File: src/rtl/level_pkg.sv
// Shared phase encodings and stage-width helper for the level sequencer.
package level_pkg;

    localparam logic [1:0] PH_DRAW = 2'd0;
    localparam logic [1:0] PH_PLAY = 2'd1;
    localparam logic [1:0] PH_DONE = 2'd2;

    // Stage counts 0..num_stages inclusive, hence the +1.
    function automatic int calc_sw(input int num_stages);
        return $clog2(num_stages + 1);
    endfunction

endpackage

File: src/rtl/coord_match.sv
// Combinational sprite-position comparators against every activation point and the goal.
module coord_match #(
    parameter int NUM_STAGES = 4,
    parameter int X_W        = 9,
    parameter int Y_W        = 8
) (
    input  logic [X_W-1:0]            i_sprite_x,
    input  logic [Y_W-1:0]            i_sprite_y,
    input  logic [NUM_STAGES*X_W-1:0] i_act_x,
    input  logic [NUM_STAGES*Y_W-1:0] i_act_y,
    input  logic [X_W-1:0]            i_goal_x,
    input  logic [Y_W-1:0]            i_goal_y,
    output logic [NUM_STAGES-1:0]     o_at,
    output logic                      o_at_goal
);

    // NOTE: every signal written in always_comb gets a default first so no latch is inferred.
    always_comb begin
        o_at = '0;
        for (int k = 0; k < NUM_STAGES; k++) begin
            o_at[k] = (i_sprite_x == i_act_x[k*X_W +: X_W]) &&
                      (i_sprite_y == i_act_y[k*Y_W +: Y_W]);
        end
    end

    assign o_at_goal = (i_sprite_x == i_goal_x) && (i_sprite_y == i_goal_y);

endmodule

File: src/rtl/level_sequencer.sv
// Level FSM: walks a puzzle level through its activation points and handshakes
// each stage change with the map drawer.
module level_sequencer
    import level_pkg::*;
#(
    parameter int NUM_STAGES     = 4,
    parameter int X_W            = 9,
    parameter int Y_W            = 8,
    parameter int GOAL_NEEDS_ACT = 0,
    parameter int DEAD_RESTART   = 1
) (
    input  logic                            clock,
    input  logic                            reset,
    input  logic                            activate,
    input  logic                            sprite_dead,
    input  logic                            done_redraw,
    input  logic [X_W-1:0]                  sprite_x,
    input  logic [Y_W-1:0]                  sprite_y,
    input  logic [NUM_STAGES*X_W-1:0]       act_x,
    input  logic [NUM_STAGES*Y_W-1:0]       act_y,
    input  logic [X_W-1:0]                  goal_x,
    input  logic [Y_W-1:0]                  goal_y,
    output logic                            draw_map,
    output logic                            draw_start,
    output logic [calc_sw(NUM_STAGES)-1:0]  stage,
    output logic [1:0]                      phase,
    output logic                            finished
);

    localparam int            SW   = calc_sw(NUM_STAGES);
    localparam logic [SW-1:0] LAST = SW'(NUM_STAGES);

    logic [1:0]            r_phase;
    logic [SW-1:0]         r_stage;
    logic                  r_act_q;
    logic                  r_draw_start;
    logic                  r_boot;

    logic [NUM_STAGES-1:0] w_at;
    logic                  w_at_goal;
    logic                  w_at_cur;
    logic                  w_at_prev;
    logic                  w_act_edge;
    logic                  w_dead;
    logic                  w_goal_ok;
    logic [1:0]            w_next_phase;
    logic [SW-1:0]         w_next_stage;
    logic                  w_enter_draw;

    coord_match #(
        .NUM_STAGES (NUM_STAGES),
        .X_W        (X_W),
        .Y_W        (Y_W)
    ) u_coord_match (
        .i_sprite_x (sprite_x),
        .i_sprite_y (sprite_y),
        .i_act_x    (act_x),
        .i_act_y    (act_y),
        .i_goal_x   (goal_x),
        .i_goal_y   (goal_y),
        .o_at       (w_at),
        .o_at_goal  (w_at_goal)
    );

    // Selecting by equality keeps stage 0 from having a "previous" point and
    // the last stage from having a "current" one, without out-of-range indexing.
    always_comb begin
        w_at_cur  = 1'b0;
        w_at_prev = 1'b0;
        for (int k = 0; k < NUM_STAGES; k++) begin
            if (r_stage == SW'(k))     w_at_cur  = w_at[k];
            if (r_stage == SW'(k + 1)) w_at_prev = w_at[k];
        end
    end

    assign w_act_edge = activate & ~r_act_q;
    assign w_dead     = (DEAD_RESTART != 0) && sprite_dead;
    assign w_goal_ok  = (r_stage == LAST) && w_at_goal &&
                        (w_act_edge || (GOAL_NEEDS_ACT == 0));

    always_comb begin
        w_next_phase = r_phase;
        w_next_stage = r_stage;
        w_enter_draw = 1'b0;
        if (r_boot) begin
            w_enter_draw = 1'b1;
        end else begin
            case (r_phase)
                PH_DRAW: begin
                    // done_redraw alongside draw_start belongs to the previous redraw.
                    if (w_dead) begin
                        w_next_stage = '0;
                        w_enter_draw = 1'b1;
                    end else if (done_redraw && !activate && !r_draw_start) begin
                        w_next_phase = PH_PLAY;
                    end
                end
                PH_PLAY: begin
                    if (w_dead) begin
                        w_next_phase = PH_DRAW;
                        w_next_stage = '0;
                        w_enter_draw = 1'b1;
                    end else if (w_at_cur && w_act_edge) begin
                        w_next_phase = PH_DRAW;
                        w_next_stage = r_stage + SW'(1);
                        w_enter_draw = 1'b1;
                    end else if (w_at_prev && w_act_edge) begin
                        w_next_phase = PH_DRAW;
                        w_next_stage = r_stage - SW'(1);
                        w_enter_draw = 1'b1;
                    end else if (w_goal_ok) begin
                        w_next_phase = PH_DONE;
                    end
                end
                PH_DONE: begin
                end
                default: begin
                    w_next_phase = PH_DRAW;
                    w_next_stage = '0;
                    w_enter_draw = 1'b1;
                end
            endcase
        end
    end

    // NOTE: sequential state uses non-blocking assignments so all registers update together.
    always_ff @(posedge clock) begin
        if (reset) begin
            r_phase      <= PH_DRAW;
            r_stage      <= '0;
            r_act_q      <= 1'b0;
            r_draw_start <= 1'b0;
            r_boot       <= 1'b1;
        end else begin
            r_phase      <= w_next_phase;
            r_stage      <= w_next_stage;
            r_act_q      <= activate;
            r_draw_start <= w_enter_draw;
            r_boot       <= 1'b0;
        end
    end

    assign phase      = r_phase;
    assign stage      = r_stage;
    assign draw_start = r_draw_start;
    assign draw_map   = (r_phase == PH_DRAW);
    assign finished   = (r_phase == PH_DONE);

endmodule

File: config.mk
export PLATFORM = sky130hd
export DESIGN_NAME = level_sequencer
export DESIGN_NICKNAME = d
export VERILOG_FILES = /design/src/rtl/level_pkg.sv /design/src/rtl/coord_match.sv /design/src/rtl/level_sequencer.sv
export SDC_FILE = /design/constraint.sdc
export NUM_CORES = 1
export LEC_CHECK = 0
export CORE_UTILIZATION = 36
export CTS_BUF_LIST = sky130_fd_sc_hd__clkbuf_2
export DETAILED_ROUTE_END_ITERATION = 12
export PLACE_DENSITY = 0.83
export SETUP_SLACK_MARGIN = 0.2
export SYNTH_ARGS = -nofsm -noshare
export SYNTH_HDL_FRONTEND = slang
export SYNTH_SLANG_ARGS = --single-unit
File: constraint.sdc
create_clock -name clock -period 2.55 [get_ports clock]
set_input_delay 0.51 -clock clock [delete_from_list [all_inputs] [get_ports clock]]
set_output_delay 0.51 -clock clock [all_outputs]
set_load 0.05 [all_outputs]
# Word-level counts from Yosys, hierarchy flattened

Index checks and enable logic that the tools add are counted.

Bits in registers: 8
Bits of input ports: 107
Output and inout bits: 8
Logic and storage cells: 75

$add $sub $neg: 2
Equality and inequality tests: 21
Muxes and demuxes: 27
Bitwise operators: 4
Reductions and logical operators: 16

Operator list:

| cell                  | number |
|---|---|
| $eq A9 B9 Y1          | 5 |
| $eq A8 B8 Y1          | 5 |
| $mux W1               | 14 |
| $mux W2               | 6 |
| $mux W3               | 4 |
| $logic_and A1 B1 Y1   | 10 |
| $pmux W3 S3           | 1 |
| $eq A3 B2 Y1 const B  | 2 |
| $pmux W2 S3           | 1 |
| $ne A5 B5 Y1 const B  | 1 |
| $reduce_and A5 Y1     | 1 |
| $ne A2 B2 Y1 const B  | 2 |
| $ne A4 B4 Y1 const B  | 1 |
| $reduce_and A4 Y1     | 1 |
| $add A3 B1 Y3 const B | 1 |
| $eq A3 B1 Y1 const B  | 1 |
| $eq A3 B3 Y1 const B  | 1 |
| $logic_not A3 Y1      | 1 |
| $not A1 Y1            | 3 |
| $pmux W1 S3           | 1 |
| $sub A3 B1 Y3 const B | 1 |
| $eq A2 B1 Y1 const B  | 1 |
| $eq A2 B2 Y1 const B  | 1 |
| $logic_not A1 Y1      | 2 |
| other kinds (3)       | 3 |

# Depth between registers and ports, before layout

Gate-level depths: netlist of the first run.

Depth in word-level cells: 12
Mapped depth: 9
Depth with buffers taken out: 9

# Hierarchy

From an unflattened synthesis of the first run, not the netlist that was laid out.

Cell total of the unflattened synthesis: 206
Area, all modules: 1739.2 sq um

Modules (own cells, without submodules):

| module          | instances | cells an instance | area each (sq um) | sequential area each (sq um) |
|---|---|---|---|---|
| coord_match     | 1         | 132               | 1078.5            | 0.0 |
| level_sequencer | 1         | 74                | 660.6             | 160.2 |

# Worst setup path after synthesis of the first run

OpenSTA, ideal clock, no wires.

Kind: register to register
From: register r_stage[0] (netlist: stage[0])
To: register r_phase[1] (netlist: phase[1])
Library setup time: 0.086 ns
Arrival time: 2.042 ns
Data required time: 2.464 ns
Path slack: 0.422 ns
Stages on the path, launching flop included: 9
Path buffers: 0
Period minus slack after synthesis: 2.128 ns
Cells stage by stage: dfxtp_1 > inv_1 > ha_1 > nand2_1 > o211ai_1 > o211ai_1 > nand2_1 > o21a_1 > a211oi_1

Cells in the longest elaborated chain, start to end: 10
Elaborated cells between the ends (all ways): 22
Those cells by class: 5 x eq/ne; 12 x mux; 5 x reduce/logical

RTL lines:

| what                     | RTL line                                     | text |
|---|---|---|
| start: declaration       | level_sequencer.sv:34                        | `logic [SW-1:0] r_stage;` |
| start signal: assignment | level_sequencer.sv:136                       | `r_stage <= w_next_stage;` |
| $eq A3 B1 Y1             | level_sequencer.sv:71, level_sequencer.sv:72 |  |
| $mux W1 (4 in a row)     | level_sequencer.sv:72                        | `if (r_stage == SW'(k + 1)) w_at_prev = w_at[k];` |
| $logic_and A1 B1 Y1      | level_sequencer.sv:107                       | `end else if (w_at_prev && w_act_edge) begin` |
| $mux W2                  | level_sequencer.sv:107                       |  |
| $mux W2                  | level_sequencer.sv:103                       | `end else if (w_at_cur && w_act_edge) begin` |
| $mux W2                  | level_sequencer.sv:99                        | `if (w_dead) begin` |
| $pmux W2 S3              | level_sequencer.sv:88                        | `case (r_phase)` |
| end signal: assignment   | level_sequencer.sv:135                       | `r_phase <= w_next_phase;` |
| end: declaration         | level_sequencer.sv:33                        | `logic [1:0] r_phase;` |

Several ways; a longest one is shown, not always the timed one.
A chain may end at the register's enable or synchronous reset.

# Worst setup path after layout of the first run

From: input act_y[7]
To: register r_stage[2] (netlist: stage[2])

Cells in the longest elaborated chain, start to end: 10
Elaborated cells between the ends (all ways): 17
Those cells by class: 2 x eq/ne; 11 x mux; 4 x reduce/logical

RTL lines:

| what                  | RTL line               | text |
|---|---|---|
| start: declaration    | level_sequencer.sv:20  | `input logic [NUM_STAGES*Y_W-1:0] act_y,` |
| $eq A8 B8 Y1 *        | coord_match.sv:22      | `(i_sprite_y == i_act_y[k*Y_W +: Y_W]);` |
| $logic_and A1 B1 Y1 * | coord_match.sv:21      | `o_at[k] = (i_sprite_x == i_act_x[k*X_W +: X_W]) &&` |
| $mux W1 (4 in a row)  | level_sequencer.sv:71  | `if (r_stage == SW'(k)) w_at_cur = w_at[k];` |
| $logic_and A1 B1 Y1   | level_sequencer.sv:103 |  |
| $mux W3               | level_sequencer.sv:103 |  |
| $mux W3               | level_sequencer.sv:99  |  |
| $pmux W3 S3           | level_sequencer.sv:88  |  |

Every way passes the cells marked *; elsewhere a longest branch is shown, timed or not.

==> results of run 1 <==
==> metrics by stage <==
step	worst slack (ps)	instances	utilization, %	setup TNS (ps)	cell area [µm²]
6_report	217	381	70.6	0	3070
5_1_grt	161	381	70.6	0	3070
4_1_cts	206	375	67.3	0	2930
3_5_place_dp	-317	372	65.9	-1660	2870
3_3_place_gp	-307	372	65.9	-1670	2870
2_1_floorplan	422	201	-	0	1630
==> layout make-up <==
type	count	area share, %
Sequential cell	8	5.21
Tap cell	52	2.12
Clock buffer	3	0.489
Inverter	6	0.733
Timing Repair Buffer	143	45.0
Multi-Input combinational cell	169	46.5
==> critical path, stage by stage <==
cell and delay, ps:
clkdlybuf4s50_1 420, xor2_1 160, nor4_1 300, nand3_1 190, o211ai_1 250, o211ai_2 150, buf_4 190, mux2i_1 140
nand3_1 90, o31ai_1 80
==> worst paths after layout <==
kind                                       startpoint  cells after the start               endpoint
worst max-delay path                         act_y[7]                     10  stage[2]$_SDFFE_PP0P_
worst min-delay path                   r_boot$_DFF_P_                      2  draw_start$_SDFF_PP0_
worst max register to register  stage[2]$_SDFFE_PP0P_                      8  phase[1]$_SDFFE_PP0P_
worst min register to register         r_boot$_DFF_P_                      2  draw_start$_SDFF_PP0_
==> state kept, by name, summed over array words and instances, names as in the netlist <==
name,cells
draw_start,1
stage,3
phase,2
r_act_q,1
r_boot,1
==> cell families (layout without fill, tap and decap cells) <==
group	after synthesis	in the layout
flip-flops	8	8
multiplexers	1	1
AND/OR/NAND/NOR	56	56
AO/OA/AOI/OAI	19	19
buffers and inverters	24	152
adder cells (fa/ha/maj)	6	6
XOR/XNOR	87	87
==> report_power, final <==
part	switching [mW]	total, mW	internal [mW]
registers	0.00374	0.133	0.129
clock network	0.0418	0.0739	0.0321
logic	0.173	0.413	0.241
==> Yosys cell counts (2+ instances only) <==
library cell  instances
buf_2                10
buf_6                 4
clkbuf_8              3
dfxtp_1               8
ha_1                  6
inv_1                 6
nand2_1               7
nand3_1               9
nand3b_1              2
nand4_1               6
nor2_1                9
nor2b_1               2
nor3_1                4
nor4_1               14
o211ai_1              3
o21ai_0               3
o31ai_1               4
xnor2_1              25
xor2_1               62
==> metal layers <==
layer  global-route usage (%)  routed length (µm)  vias to the layer above  share of wire (%)
li1                         -                   -                      927                  -
met2                     44.1                3260                      100                 52
met4                     8.62                 131                        0                2.1
met5                        0                   0                        -                  0
met1                     28.4                2480                      866                 40
met3                     4.51                 403                       18                6.4
==> what timing repair did <==
action	in CTS	in global routing
buffers inserted	0	6
setup endpoints to repair	6	6
pin swaps	16	31
gates resized for setup	35	52
==> impl_metrics.ini, run 1 <==
[yosys]
yosys.area_share.simple_pct = 18.8
ys_warn_count = 0
synth_area_per_cell_um2 = 8.13
syn_area_mm2 = 0.00163
synth_area_leaders = xor2_1, xnor2_1, dfxtp_1
synth_top_area_cell = xor2_1
ys_ff_latch = 8
synth_compound_area_share_pct = 9.34
synth_top_area_share_pct = 33.2
synth_xor_xnor_area_share_pct = 46.6
ys.flop_type = dfxtp_1
yosysSeqAreaShare_pct = 9.80
syn_nets = 314
synthAdderAreaFrac_pct = 4.59
synthMuxAreaShare_pct = 0.613
synth_cells = 201
synth_top_family_by_area = XOR/XNOR gates
synth_edf_count = 0
async_reset_ff_share_pct = 0
yosysUniqueCellTypes = 33

[detailed_routing]
drc = 0
ant_nets = 0
drt_pass1_iterations = 4
finalWirelength_um = 6270
drtIter0Drc = 70
via_per_inst = 5.02
wl_per_cell_um = 16.5
routed-via-count = 1911

[timing]
clock.fmax_mhz = 429
slew_headroom_pct = 67.0
drv_slew = 0
tightest_slew_ps = 494
fin_crit_sh_pct = 91.5
clock_skew_ps = 6.47
rsz0062_at_grt = no
period_needed_ps = 2330
finalSetupViolations = 0
hold_viol_final = 0
hold_slack_ps = 556

[layout]
areaGrowthSynthToFinish_pct = 88.1
mostFrequentLayoutCells = clkdlybuf4s50_1, xor2_1, dlymetal6s2s_1, buf_4, xnor2_1
num_antenna_cells = 0
final_common_cell = clkdlybuf4s50_1
regArea_um2 = 160
layout-drive-gt1-share_pct = 19.1
multiInputGateArea_mm2 = 0.00143
n_fill_cell = 341
nets = 444

[worst_setup_path]
critPathKind = primary input to flop
required_ps = 2690
rrSetupSlack_ps = 530
critPathArrivalTime_ps = 2470
cp_max_fo = 3
critical_path.endpoint_type = flop
cp-start-kind = primary input

[floorplanning]
rows = 24
pin_count = 115
dieArea_mm2 = 0.00481
core_mm2 = 0.00435
initial_utilization_pct = 37.5
die_w_um = 69.4
die_y_um = 69.4

[grt]
grt_pass1_wl_um = 9470
gr-total-overflow = 0
groute.usage.overall_pct = 24.4
grt_max_degree = 11
antenna_found_initial = 0
first_global_vias = 2034

[place]
dp_hpwl_um = 5040
place_congestion = 1.01
portBuffers = 114

[clock_network]
path_clk_slew_ps = 80
cts_sinks = 8
cts-root-buf = clkbuf_2
clock_latency_ps = 230
cts_tree = built
hold_buffers = 0
htreeDepth = 1
clockBufferDepth = 2
cts_buffers = 3

[status]
status = complete, no violations

[power_and_ir_drop]
p_leak_nw = 1.39
ir_drop_uv = 101
powerDensity_mw_per_mm2 = 202
finalPower_mw = 0.619

[hold_path]
hp-class = flop to flop

[flow_run]
cap_violations = 0
Power figures use the tool's default switching activity.
==> run 2: changes to the inputs <==
==> constraint.sdc (replaced) <==
create_clock -name clock -period 2.5 [get_ports clock]
set_input_delay 0.5 -clock clock [delete_from_list [all_inputs] [get_ports clock]]
set_output_delay 0.5 -clock clock [all_outputs]
set_load 0.05 [all_outputs]
==> impl_metrics.ini, run 2 (synthesized netlist as in run 1, its figures left out) <==
[status]
status = complete, no violations

[layout]
n_fill_cell = 310
multiInputGateArea_mm2 = 0.00150
instances_no_fill = 381
mostFrequentLayoutCells = xor2_1, clkdlybuf4s50_1, dlymetal6s2s_1, buf_4, xnor2_1
nets = 444
layout-drive-gt1-share_pct = 24.0
regArea_um2 = 160
largest_register_ff_count = 3
final_common_cell = xor2_1
design_area_mm2 = 0.00316
areaGrowthSynthToFinish_pct = 93.3
num_antenna_cells = 0

[timing]
setup_slack_ps = 216
hold_slack_ps = 581
setup_tns_ps = 0
clock_skew_ps = 7.50
slew_headroom_pct = 66.7
drv_slew = 0
fin_crit_sh_pct = 91.3
clock.fmax_mhz = 438
finalSetupViolations = 0
rsz0062_at_grt = no
hold_viol_final = 0
period_needed_ps = 2280
tightest_slew_ps = 498

[floorplanning]
pin_count = 115
initial_utilization_pct = 37.5
die_w_um = 69.4
rows = 24
dieArea_mm2 = 0.00481
die_y_um = 69.4
core_mm2 = 0.00435

[clock_network]
cts_sinks = 8
cts-root-buf = clkbuf_2
hold_buffers = 0
clock_latency_ps = 230
cts_buffers = 3
path_clk_slew_ps = 90
cts_tree = built
clockBufferDepth = 2
htreeDepth = 1

[detailed_routing]
drtIter0Drc = 96
finalWirelength_um = 6510
via_per_inst = 5.09
routed-via-count = 1940
ant_nets = 0
drc = 0
drt_pass1_iterations = 4
wl_per_cell_um = 17.1

[power_and_ir_drop]
intPower_mw = 0.405
powerDensity_mw_per_mm2 = 202
p_comb_share_pct = 66.8
switching_share_pct = 36.6
seqPwrFrac_pct = 21.1
p_leak_nw = 1.54
ir_drop_uv = 114
pwr-share-clk_pct = 12.1
p_sw_mw = 0.234

[grt]
antenna_found_initial = 0
busiest_layer = met2
grt_pass1_wl_um = 9250
gr-total-overflow = 0
grtUsageMet3_pct = 3.05
first_global_vias = 1973
groute.usage.overall_pct = 23.8
grtUsageMet2_pct = 44.0
use_met1_pct = 29.3
grt_max_degree = 11

[worst_setup_path]
critPathArrivalTime_ps = 2430
required_ps = 2640
critPathKind = primary input to flop
cp-start-kind = primary input
rr_startpoint = stage[2]$_SDFFE_PP0P_
cp_max_fo = 6
critical_path.endpoint_type = flop
critPathLaunch = act_y[29]

[hold_path]
min_from = phase[1]$_SDFFE_PP0P_
hp-class = flop to flop

[flow_run]
cap_violations = 0

[place]
dpl_worst_slack_ps = -388
dp.cells = 372
place_area_mm2 = 0.00287
portBuffers = 114
dp_hpwl_um = 5040
place_congestion = 1.00
==> run 2: per-stage QoR <==
stage / utilization (%) / power, mW
floorplan: - / 0.315
global placement: 65.9 / 0.533
detailed placement: 65.9 / 0.541
CTS: 67.1 / 0.618
global route: 72.6 / 0.674
finish: 72.6 / 0.639
==> run 2: what timing repair did <==
item,4_1_cts,5_1_grt
pin swaps,20,46
resized for setup,50,95
buffers inserted,0,6
endpoints found under the setup margin,6,6
==> run 2: power groups by stage <==
stage	registers (mW)	logic, mW	clock network (mW)
detailed placement	0.138	0.403	0
global route	0.135	0.455	0.0833
floorplan	0.145	0.170	0
finish	0.135	0.427	0.0771
CTS	0.135	0.406	0.0763
global placement	0.138	0.395	0
==> run 2: per-layer routing <==
layer  vias up  routed length (µm)
li1        929                   -
met1       907                2590
met2        90                3400
met3        14                 376
met4         0                 149
met5         -                   0
==> run 2: path summary, 6_finish.rpt <==
check	end	slack [ps]	cells past startpoint
hold reg to reg	phase[1]$_SDFFE_PP0P_	580	2
setup reg to reg	phase[1]$_SDFFE_PP0P_	420	9
setup / recovery	stage[2]$_SDFFE_PP0P_	220	9
hold / removal	phase[1]$_SDFFE_PP0P_	580	2
==> run 2: area by class of cell <==
type | instances | share of cell area (%)
Sequential cell | 8 | 5.07
Clock buffer | 3 | 0.475
Timing Repair Buffer | 143 | 44.2
Multi-Input combinational cell | 169 | 47.5
Inverter | 6 | 0.713
Tap cell | 52 | 2.06
==> run 2: critical path, cell delays in order <==
cell	delay, ps
clkdlybuf4s50_1	420
xor2_1	180
nor4_2	270
nand3_1	190
o2bb2ai_2	190
o211ai_2	180
a31oi_4	320
nand3_1	110
o31ai_1	70
